--- config.mk ---
export PLATFORM = sky130hd
export DESIGN_NAME = uart_tx_serializer
export DESIGN_NICKNAME = d
export VERILOG_FILES = /design/src/rtl/uart_pkg.sv /design/src/rtl/uart_tx_fifo.sv /design/src/rtl/uart_tx_serializer.sv
export SDC_FILE = /design/constraint.sdc
export NUM_CORES = 1
export LEC_CHECK = 0
export CAP_MARGIN = 20
export CORE_ASPECT_RATIO = 0.9
export CORE_UTILIZATION = 45
export DETAILED_ROUTE_END_ITERATION = 16
export GPL_TIMING_DRIVEN = 0
export PLACE_DENSITY = 0.65
export SLEW_MARGIN = 40
export SYNTH_ARGS = -nofsm -noshare
export SYNTH_HDL_FRONTEND = slang
export SYNTH_SLANG_ARGS = --single-unit
--- constraint.sdc ---
create_clock -name clk -period 2.6 [get_ports clk]
set_input_delay 0.39 -clock clk [delete_from_list [all_inputs] [get_ports clk]]
set_output_delay 0.39 -clock clk [all_outputs]
set_load 0.03 [all_outputs]
--- src/rtl/uart_pkg.sv ---
// Shared UART definitions: transmitter FSM states, parity encodings and frame sizing.
// The receiver side imports this package as well.
package uart_pkg;

    typedef enum logic [2:0] {
        ST_IDLE,
        ST_START,
        ST_DATA,
        ST_PARITY,
        ST_STOP
    } tx_state_t;

    localparam int PAR_NONE = 0;
    localparam int PAR_ODD  = 1;
    localparam int PAR_EVEN = 2;

    // Snapshot of the transmitter sequencing, for checkers bound to the block.
    typedef struct packed {
        tx_state_t  state;
        logic [2:0] bit_idx;
        logic       stop_idx;
        logic       fifo_full;
    } tx_dbg_t;

    // Serial bits per frame: start + 8 data + optional parity + stop bits.
    function automatic int frame_bits(input int parity, input int stop_bits);
        return 9 + ((parity != PAR_NONE) ? 1 : 0) + stop_bits;
    endfunction

endpackage

--- src/rtl/uart_tx_fifo.sv ---
// Synchronous byte FIFO in front of the serializer. Drops writes when full
// (judged on the registered count) and latches the drop in a sticky ovf flag.
module uart_tx_fifo #(
    parameter int DEPTH = 4,
    parameter int WIDTH = 8
) (
    input  logic                       clk,
    input  logic                       rst,
    input  logic                       push,
    input  logic [WIDTH-1:0]           din,
    input  logic                       pop,
    output logic [WIDTH-1:0]           dout,
    output logic                       full,
    output logic                       empty,
    output logic [$clog2(DEPTH):0]     count,
    output logic                       ovf
);

    localparam int AW = $clog2(DEPTH);
    localparam int CW = AW + 1;

    logic [WIDTH-1:0] mem [DEPTH];
    logic [AW-1:0]    wr_ptr;
    logic [AW-1:0]    rd_ptr;
    logic             do_push;
    logic             do_pop;

    assign full    = (count == CW'(DEPTH));
    assign empty   = (count == '0);
    assign do_push = push && !full;
    assign do_pop  = pop && !empty;
    assign dout    = mem[rd_ptr];

    always_ff @(posedge clk) begin
        if (rst) begin
            wr_ptr <= '0;
            rd_ptr <= '0;
            count  <= '0;
            ovf    <= 1'b0;
        end else begin
            if (do_push) begin
                mem[wr_ptr] <= din;
                wr_ptr      <= wr_ptr + 1'b1;
            end
            if (do_pop) begin
                rd_ptr <= rd_ptr + 1'b1;
            end
            count <= count + CW'(do_push) - CW'(do_pop);
            if (push && full) begin
                ovf <= 1'b1;
            end
        end
    end

endmodule

--- src/rtl/uart_tx_serializer.sv ---
// Byte-to-line UART transmitter: FIFO-buffered bytes go out LSB-first as
// start / 8 data / optional parity / stop bits, each CLKS_PER_BIT clocks long.
module uart_tx_serializer
    import uart_pkg::*;
#(
    parameter int CLKS_PER_BIT = 16,
    parameter int FIFO_DEPTH   = 4,
    parameter int PARITY       = 0,
    parameter int STOP_BITS    = 1
) (
    input  logic       clk,
    input  logic       rst,
    input  logic [7:0] datain,
    input  logic       wrsig,
    output logic       tx,
    output logic       busy,
    output logic       ovf
);

    localparam int             TW        = $clog2(CLKS_PER_BIT);
    localparam int             CW        = $clog2(FIFO_DEPTH) + 1;
    localparam logic [TW-1:0]  T_LAST    = TW'(CLKS_PER_BIT - 1);
    localparam logic           STOP_LAST = (STOP_BITS == 2);

    tx_state_t     state, state_n;
    logic [TW-1:0] timer, timer_n;
    logic [2:0]    bit_idx, bit_idx_n;
    logic [7:0]    shift, shift_n;
    logic          par_bit, par_n;
    logic          stop_idx, stop_idx_n;
    logic          tx_n;
    logic          bit_end;

    logic          fifo_pop;
    logic [7:0]    fifo_dout;
    logic          fifo_full;
    logic          fifo_empty;
    logic [CW-1:0] fifo_count;

    tx_dbg_t       dbg_unused;

    function automatic logic parity_of(input logic [7:0] d);
        return (PARITY == PAR_ODD) ? ~^d : ^d;
    endfunction

    // wrsig is a fire-and-forget strobe with no ready: every high cycle is one
    // write attempt, and an attempt against a full FIFO is dropped and flagged on ovf.
    uart_tx_fifo #(
        .DEPTH (FIFO_DEPTH),
        .WIDTH (8)
    ) u_fifo (
        .clk   (clk),
        .rst   (rst),
        .push  (wrsig),
        .din   (datain),
        .pop   (fifo_pop),
        .dout  (fifo_dout),
        .full  (fifo_full),
        .empty (fifo_empty),
        .count (fifo_count),
        .ovf   (ovf)
    );

    assign bit_end    = (timer == T_LAST);
    assign dbg_unused = '{state: state, bit_idx: bit_idx, stop_idx: stop_idx, fifo_full: fifo_full};

    always_comb begin
        state_n    = state;
        timer_n    = timer;
        bit_idx_n  = bit_idx;
        shift_n    = shift;
        par_n      = par_bit;
        stop_idx_n = stop_idx;
        fifo_pop   = 1'b0;

        if (state != ST_IDLE) begin
            timer_n = bit_end ? '0 : timer + 1'b1;
        end

        case (state)
            ST_IDLE: begin
                if (!fifo_empty) begin
                    fifo_pop = 1'b1;
                    shift_n  = fifo_dout;
                    par_n    = parity_of(fifo_dout);
                    timer_n  = '0;
                    state_n  = ST_START;
                end
            end
            ST_START: begin
                if (bit_end) begin
                    bit_idx_n = '0;
                    state_n   = ST_DATA;
                end
            end
            ST_DATA: begin
                if (bit_end) begin
                    shift_n    = {1'b0, shift[7:1]};
                    bit_idx_n  = bit_idx + 1'b1;
                    stop_idx_n = 1'b0;
                    if (bit_idx == 3'd7) begin
                        state_n = (PARITY != PAR_NONE) ? ST_PARITY : ST_STOP;
                    end
                end
            end
            ST_PARITY: begin
                if (bit_end) begin
                    stop_idx_n = 1'b0;
                    state_n    = ST_STOP;
                end
            end
            ST_STOP: begin
                if (bit_end) begin
                    if (stop_idx != STOP_LAST) begin
                        stop_idx_n = stop_idx + 1'b1;
                    end else if (!fifo_empty) begin
                        // Chain straight into the next start bit: no idle gap.
                        fifo_pop = 1'b1;
                        shift_n  = fifo_dout;
                        par_n    = parity_of(fifo_dout);
                        state_n  = ST_START;
                    end else begin
                        state_n = ST_IDLE;
                    end
                end
            end
            default: state_n = ST_IDLE;
        endcase

        // Line level is decoded from the next state so tx itself is a flop.
        case (state_n)
            ST_START:  tx_n = 1'b0;
            ST_DATA:   tx_n = shift_n[0];
            ST_PARITY: tx_n = par_n;
            default:   tx_n = 1'b1;
        endcase
    end

    always_ff @(posedge clk) begin
        if (rst) begin
            state    <= ST_IDLE;
            timer    <= '0;
            bit_idx  <= '0;
            shift    <= '0;
            par_bit  <= 1'b0;
            stop_idx <= 1'b0;
            tx       <= 1'b1;
            busy     <= 1'b0;
        end else begin
            state    <= state_n;
            timer    <= timer_n;
            bit_idx  <= bit_idx_n;
            shift    <= shift_n;
            par_bit  <= par_n;
            stop_idx <= stop_idx_n;
            tx       <= tx_n;
            busy     <= (state != ST_IDLE) || (fifo_count != '0);
        end
    end

endmodule

# After elaboration in Yosys (flattened, before gate mapping)
# Memories as Yosys holds them, arrays and structs flattened. A register that Yosys moved wholly into a read port is not among the register bits.
# Index checks and enable logic that the tools add are counted.
# W data, S select, Z words.
[classes]
addsub = 7
n_eq_ne = 15
n_mux = 39
n_reduce_logical = 18
[ops]
columns = ["op", "count"]
rows = [
  ["$mux W8", 4],
  ["$mux W3", 9],
  ["$pmux W8 S3", 1],
  ["$mux W4", 4],
  ["$pmux W3 S5", 1],
  ["$mux W1", 13],
  ["$eq A3 B2 Y1 const B", 4],
  ["$eq A3 B3 Y1 const B", 3],
  ["$reduce_bool A3 Y1", 3],
  ["$ne A2 B2 Y1 const B", 4],
  ["$reduce_xor A8 Y1", 1],
  ["$eq A3 B1 Y1 const B", 2],
  ["$logic_not A3 Y1", 2],
  ["$pmux W1 S2", 3],
  ["$pmux W3 S2", 1],
  ["$reduce_and A3 Y1", 2],
  ["$add A2 B1 Y2 const B", 2],
  ["$add A4 B1 Y4 const B", 1],
  ["$eq A4 B4 Y1 const B", 1],
  ["$mux W2", 2],
  ["$reduce_and A4 Y1", 1],
  ["$reduce_bool A2 Y1", 2],
  ["$add A3 B1 Y3", 1],
  ["$add A3 B1 Y3 const B", 1],
  ["other kinds (8)", 11],
]
[totals]
ff_bits = 30
ram_bits = 32
input_bits = 11
output_inout_bits = 3
elab_cells = 93
mem_count = 1
[mem_list]
columns = ["memory", "words", "width", "read_ports", "rd_ports_with_merged_regs", "wr", "line", "source"]
rows = [
  ["u_fifo.mem", 4, 8, 1, 1, 1, "uart_tx_fifo.sv:22", "logic [WIDTH-1:0] mem [DEPTH];"],
]

# Logic depth before layout (Yosys ltp)
# Gate-level depths: netlist of the first run.
[depth]
ltp_word = 8
mapped_depth = 12
mapped_depth_nobuf = 11

# Cells and area by module
# A second synthesis of the first run with hierarchy kept.
[hier_totals]
hier_cells = 220
hier_area_um2 = 2763.9
[modules_own_cells]
columns = ["module", "n_inst", "cells_per_inst", "area_per_inst_um2"]
rows = [
  ["uart_tx_fifo", 1, 96, 1661.6],
  ["uart_tx_serializer", 1, 124, 1102.3],
]

# Worst setup path after synthesis of the first run
# Ideal clock, no wire load.
[synth_timing]
path_kind = "flip-flop to flip-flop"
from = "reg timer[0]"
to = "reg u_fifo.count[2]"
setup_ps = 127
arrival_ps = 2548
setup_slack_ps = -76
path_stages_with_launch = 13
path_cell_list = "dfxtp_1 -> ha_1 -> nand3_2 -> a2111oi_2 -> buf_2 -> ha_1 -> inv_1 -> ha_1 -> inv_1 -> fa_1 -> xor2_1 -> xnor2_1 -> nor2_1"
[synth_via]
elab_chain_len = 5
[synth_lines]
columns = ["item", "line", "source"]
rows = [
  ["start: declaration", "uart_tx_serializer.sv:26", "logic [TW-1:0] timer, timer_n;"],
  ["start signal: assignment", "uart_tx_serializer.sv:151", "timer <= timer_n;"],
  ["$eq A4 B4 Y1", "uart_tx_serializer.sv:64", "assign bit_end = (timer == T_LAST);"],
  ["$mux W1", "uart_tx_serializer.sv:113", "if (bit_end) begin"],
  ["$pmux W1 S2", "uart_tx_serializer.sv:80", "case (state)"],
  ["$logic_and A1 B1 Y1", "uart_tx_fifo.sv:31", "assign do_pop = pop && !empty;"],
  ["net u_fifo.do_pop", "uart_tx_fifo.sv:26", "logic do_pop;"],
  ["$sub A3 B1 Y3", "uart_tx_fifo.sv:48", "count <= count + CW'(do_push) - CW'(do_pop);"],
  ["end signal: assignment", "uart_tx_fifo.sv:48", ""],
  ["end: declaration", "uart_tx_fifo.sv:15", "output logic [$clog2(DEPTH):0] count,"],
]
# The timed path passes the listed nets, and every way through them passes these cells.
# A chain may end at the register's enable or synchronous reset.

# Final worst setup path of the first run
[layout_timing]
from = "reg timer[1]"
to = "reg u_fifo.count[2]"
# The elaborated chain is that of the path after synthesis.

==> results of run 1 <==
==> registers in the layout, summed over array words and instances, names as in the netlist, named ones only <==
signal and flops:
u_fifo.mem 32, timer 4, tx 1, u_fifo.count 3, u_fifo.wr_ptr 2, shift 8
bit_idx 3, u_fifo.ovf 1, par_bit 1, u_fifo.rd_ptr 2, busy 1, state 3
==> through the flow <==
| step | instances | total power, mW | worst slack (ps) | hold slack, ps | setup TNS [ps] |
|---|---|---|---|---|---|
| final | 312 | 3.15 | 119 | 484 | 0 |
| after detailed placement | 290 | 2.37 | -230 | 469 | -230 |
| after CTS | 308 | 3.16 | 0.0120 | 485 | 0 |
| after global placement | 290 | 2.35 | -203 | 452 | -203 |
| after global routing | 312 | 3.37 | 0.160 | 554 | 0 |
| after floorplan | 207 | 2.15 | 2.22 | 466 | 0 |
==> worst paths after layout <==
check                         end  slack (ps)  cells after the start  startpoint
setup / recovery  u_fifo.count[2]         120                     12    timer[1]
hold / removal         u_fifo.ovf         480                      2  u_fifo.ovf
setup reg to reg  u_fifo.count[2]         120                     12    timer[1]
hold reg to reg        u_fifo.ovf         480                      2  u_fifo.ovf
==> kinds of logic after synthesis <==
logic type,Yosys count
buffers and inverters,17
adder cells (fa/ha/maj),11
AND/OR/NAND/NOR,62
multiplexers,11
AO/OA/AOI/OAI,30
flip-flops,63
XOR/XNOR,13
==> worst min-delay path, delay by kind of cell (launching register included) <==
| family | cells | cell delay [ps] |
|---|---|---|
| AND/OR/NAND/NOR | 1 | 80 |
| flip-flops | 1 | 330 |
| AO/OA/AOI/OAI | 1 | 40 |
==> power by group through the flow <==
stage	logic (mW)	clock network [mW]	registers (mW)
after floorplan	0.822	0	1.32
after global placement	1.04	0	1.31
after detailed placement	1.06	0	1.32
after CTS	1.11	0.750	1.30
after global routing	1.26	0.791	1.32
final	1.12	0.726	1.30
==> per-layer routing <==
layer / up-vias / share of wire, % / global-route usage [%]
met4: 0 / 1.8 / 8.43
met5: - / 0 / 0
met2: 28 / 48 / 29.7
li1: 827 / - / -
met3: 9 / 3.6 / 6.03
met1: 829 / 46 / 19.4
==> repair_timing <==
| action | CTS | global route |
|---|---|---|
| endpoints found under the setup margin | 1 | 1 |
| buffers inserted | 2 | 4 |
| pin swaps | 2 | 3 |
| gates resized for setup | 4 | 6 |
| cloned | 0 | 0 |
==> area by class of cell <==
cell class	count	area share [%]
Sequential cell	63	50.1
Tap cell	70	2.76
Clock inverter	7	1.58
Buffer	11	2.21
Inverter	6	0.710
Clock buffer	9	3.91
Multi-Input combinational cell	127	33.2
Timing Repair Buffer	19	5.52
==> placed cells by master, fill, tap and decap left out, types with 2 or more instances in the layout <==
| cell type | instances |
|---|---|
| nand2b_1 | 2 |
| a31oi_1 | 2 |
| a211oi_1 | 2 |
| inv_1 | 6 |
| dfxtp_1 | 29 |
| nor2_1 | 30 |
| a21oi_1 | 5 |
| clkinvlp_4 | 2 |
| dfxtp_4 | 2 |
| buf_4 | 7 |
| clkbuf_8 | 9 |
| and2_1 | 5 |
| ha_1 | 8 |
| mux4_2 | 8 |
| clkinv_4 | 3 |
| mux2i_1 | 2 |
| xor2_1 | 2 |
| buf_6 | 3 |
| nand3b_1 | 2 |
| nor3_1 | 5 |
| nand2_1 | 7 |
| a222oi_1 | 6 |
| o21ai_0 | 3 |
| clkdlybuf4s50_1 | 13 |
| a22oi_1 | 3 |
| edfxtp_1 | 32 |
| nand3_1 | 2 |
| clkbuf_1 | 4 |
| xnor2_1 | 11 |
| or3_1 | 2 |
==> run summary, run 1 <==
Final Hold Fails = 0
Design area = 3170 um2
Post-synthesis mux area share = 8.03%
Fin. max-slew vios = 0
All-Layer GR Usage = 17.2%
Post-synth ARST share = 0%
Multi-input gate area = 1050 um2
Combinational power share = 35.6%
Largest net degree at the start of global routing = 13
Die footprint = 6270 um2
Via-to-Cell Ratio = 5.43
Worst clock skew = 4.56 ps
Status = complete, no violations
Pleak = 1.11 nW
Vias = 1693
Worst path top cell family by delay = adder cells
Hold_buf cts = 0
Core Box Area = 5730 um2
Worst EP arrival = 2690 ps
Area after DPL = 2910 um2
Power Internal = 2.13 mW
Wirelength per Cell = 15.0 um
Sequential share of power = 41.3%
Fin nets = 258
Synthesized instance count = 207
Fill count = 486
Clk slew on worst S/H paths = 70 ps
Clk buf depth = 2
Clock group share of total power = 23.0%
RSZ-0062 raised after global routing = no
Net Sw Frac = 32.5%
Setup violations, final = 0
Number of global-route vias before repair = 1721
Fin util = 55.4%
CP endpoint kind = flop
Post-synthesis sequential area ratio = 59.0%
Die height = 75.2 um
# rows = 26
Most used DFF post-synth = edfxtp_1
Synth area leaders = edfxtp_1 (36%), dfxtp_1 (23%), mux4_2 (6.7%), ha_1 (4.2%), nor2_1 (4.2%)
Register bit total from synthesis = 63
Number of routed nets with antenna violations = 0
Rel. slew slack = 62.1%
CTS tree = yes
Largest family of logic cells by synthesized area = simple AND/OR/NAND/NOR gates
Antenna violations before repair = 0
Horiz. Die Dim = 83.3 um
Switching power = 1.02 mW
Post-Synth Simple-Gate Area = 11.1%
Drt pass-1 iters = 4
Fin crit share = 95.4%
Post-DP HPWL = 3.07 mm
Gpl congestion = 0.767
Clk root buf = clkbuf_8
WP data required = 2810 ps
Syn_nets = 228
Pwr Density = 994 nW/um2
Post-Route WL = 4.67 mm
Startpoint type of the worst setup path = flop
Critical path buffer and inverter count = 3
Worst Setup Path Type = flop to flop
Achievable Freq = 0.403 GHz
Port Buffers = 13
Most common cell in the netlist = edfxtp_1
Synth top area share = 35.9%
Synth cell count leaders = edfxtp_1 (32), dfxtp_1 (31), nor2_1 (30)
Crit path cell chain = ha_4 -> nand3_4 -> a2111oi_4 -> buf_6 -> ha_1 -> inv_1 -> ha_1 -> inv_1 -> fa_2 -> xor2_1 -> xnor2_1 -> nor2_1
Synth-to-Final Area Change = 18.3%
Max incr delay on CP = 400 ps
Avg Inst Size Synth = 12.9 um2
Clk_lat worst skew = 340 ps
Worst Tran Pin Value = 568 ps
Compound-gate portion of the synthesized area = 9.06%
Cell variety after synth = 46
H-tree Lvls = 3
Drt initial violations = 97
Grt ovf = 0
Ys Warns = 0
XOR/XNOR share of the synthesized area = 4.25%
Register area = 1590 um2
DRC violation count after routing = 0
Critical-path top delay cell = a2111oi_4
# IOs = 14
Leading area contributor after synthesis = edfxtp_1
Critical Path Fanout Max = 4
Layout cells sized above 1 = 18.6%
Max cap viols = 0
Initial Util = 46.8%
Synth Area in Adders = 5.32%
Clk sink count = 63
Maximum vdd ir drop = 469 uV
Mapped Area = 2680 um2
# diodes = 0
Clock buffer count from CTS = 9
First-pass GRT wire length = 7.90 mm
Post-synth EDFFs = 32
Hold Crit Class = flop to flop
Crit path time final = 2480 ps
No activity file was read; power rests on OpenSTA's default activity.
==> run 2, diff against run 1 <==
--- a/config.mk
+++ b/config.mk
@@ -7,6 +7,7 @@
 export LEC_CHECK = 0
 export CAP_MARGIN = 20
 export CORE_ASPECT_RATIO = 0.9
+export CORE_MARGIN = 8
 export CORE_UTILIZATION = 45
 export DETAILED_ROUTE_END_ITERATION = 16
 export GPL_TIMING_DRIVEN = 0
==> run 2 against run 1 <==
Effect of this change:
- combinational power rose by 5%
- total power rose by 2.8%
- non-clock buffer count rose by 3
- design area rose by 1.4%
- sequential share of layout area fell by 0.64 points
- register-to-register slack barely moved
- sequential power barely moved
- clock power rose by 5.2%
- final cell count rose by 0.96%
- critical path depth did not move
- largest cell class unchanged
- largest power group unchanged
==> run summary, run 2 (synthesized netlist as in run 1, its figures left out) <==
Status = complete, no violations
Clock buffer count from CTS = 9
Met1 Use GR = 13.3%
# diodes = 0
Pwr Density = 1010 nW/um2
Placed cells = 290
Fin nets = 261
CTS tree = yes
Most frequent cells in the layout = edfxtp_1 (32), nor2_1 (30), dfxtp_1 (28), clkdlybuf4s50_1 (13), xnor2_1 (11)
Synth-to-Final Area Change = 19.9%
Max FFs per register = 32
Die footprint = 8680 um2
Layout cells sized above 1 = 21.2%
GRT busiest layer = met2
H-tree Lvls = 3
Gpl congestion = 0.778
Initial Util = 46.8%
Post-DP HPWL = 3.13 mm
Worst Tran Pin Value = 541 ps
Pleak = 1.13 nW
Largest net degree at the start of global routing = 14
Fin. max-slew vios = 0
Combinational power share = 36.3%
Final Hold Fails = 0
Worst EP arrival = 2690 ps
Number of routed nets with antenna violations = 0
Via-to-Cell Ratio = 5.38
Net Sw Frac = 33.0%
Switching power = 1.07 mW
Post-Route WL = 4.83 mm
Clk sink count = 63
Clk_lat worst skew = 340 ps
Worst clock skew = 8.94 ps
First-pass GRT wire length = 7.98 mm
Setup violations, final = 0
Startpoint type of the worst setup path = flop
Drt pass-1 iters = 4
Met3 Track Usage GR = 4.40%
FF-to-FF Start = timer[1]
Reg with most FFs = u_fifo.mem
Max cap viols = 0
DRC violation count after routing = 0
Reg2Reg Setup Slack = 130 ps
Clk buf depth = 2
Maximum vdd ir drop = 513 uV
Worst hold start = u_fifo.ovf
Clock group share of total power = 23.6%
Grt ovf = 0
Worst Setup Path Type = flop to flop
Critical Path Fanout Max = 4
Number of global-route vias before repair = 1693
Antenna violations before repair = 0
Critical path origin = timer[1]
Power Internal = 2.17 mW
Wirelength per Cell = 15.3 um
Crit path time final = 2470 ps
Drt initial violations = 151
# rows = 26
Fin crit share = 95.2%
CP endpoint kind = flop
Port Buffers = 13
Largest regs = u_fifo.mem: 32 flops, shift: 8 flops, timer: 4 flops
# IOs = 14
Fin Setup TNS = 0 ps
Post-route insts no fill = 315
Achievable Freq = 0.404 GHz
Vias = 1696
All-Layer GR Usage = 11.9%
Most common cell after layout, fill and taps aside = edfxtp_1
Core Box Area = 5730 um2
Clk slew on worst S/H paths = 80 ps
Horiz. Die Dim = 97.3 um
WP data required = 2810 ps
Hold_buf cts = 0
Hold Crit Class = flop to flop
Met2 Track Usage GR = 19.7%
Clk root buf = clkbuf_8
Sequential share of power = 40.1%
Die height = 89.2 um
Rel. slew slack = 63.9%
==> run 2: routing by layer <==
layer,wire length (um),vias to the layer above,part of all wire (%)
li1,-,837,-
met3,164,7,3.4
met5,0,-,0
met2,2380,33,49
met4,68,0,1.4
met1,2210,819,46
==> run 2: worst paths after layout <==
kind / end / cells past startpoint
setup / recovery: u_fifo.count[2] / 12
hold / removal: u_fifo.ovf / 2
hold reg to reg: u_fifo.ovf / 2
setup reg to reg: u_fifo.count[2] / 12
==> run 2: critical path, stage by stage, from the launching register on <==
cell and delay [ps]:
dfxtp_4 360, ha_4 160, nand3_4 100, a2111oi_4 410, buf_6 160, ha_4 190
inv_2 40, ha_2 140, inv_1 50, fa_2 350, xor2_1 170, xnor2_1 160
nor2_1 50
==> run 2: layout make-up <==
cell class,instances,area (um2)
clock buffers,9,124
inverters,6,22.5
clock inverters,7,55.1
well taps,70,87.6
multi-input cells,127,1070
plain buffers,11,70.1
flip-flops and latches,63,1590
fillers,466,2510
repair buffers,22,198
==> run 2: per-stage QoR <==
step	hold slack, ps	utilization (%)	setup slack [ps]	area, um2	power [mW]
after floorplan	466	-	2.22	2700	2.15
after detailed placement	469	50.9	-186	2910	2.37
after global placement	449	50.9	-192	2910	2.35
after global routing	516	56.1	-33.4	3210	3.45
after CTS	486	54.5	13.1	3120	3.18
final	478	56.1	125	3210	3.24
==> run 2: power by group through the flow <==
stage,Clock (mW),Combinational [mW],Sequential [mW]
2_1_floorplan,0,0.822,1.32
3_3_place_gp,0,1.04,1.31
3_5_place_dp,0,1.05,1.31
4_1_cts,0.786,1.10,1.30
5_1_grt,0.826,1.31,1.32
6_report,0.764,1.18,1.30
==> run 2: what timing repair did <==
action,CTS,global route
gates resized for setup,3,11
setup buffers,2,7
pin swaps,1,4
endpoints found under the setup margin,1,1
cloned,0,0
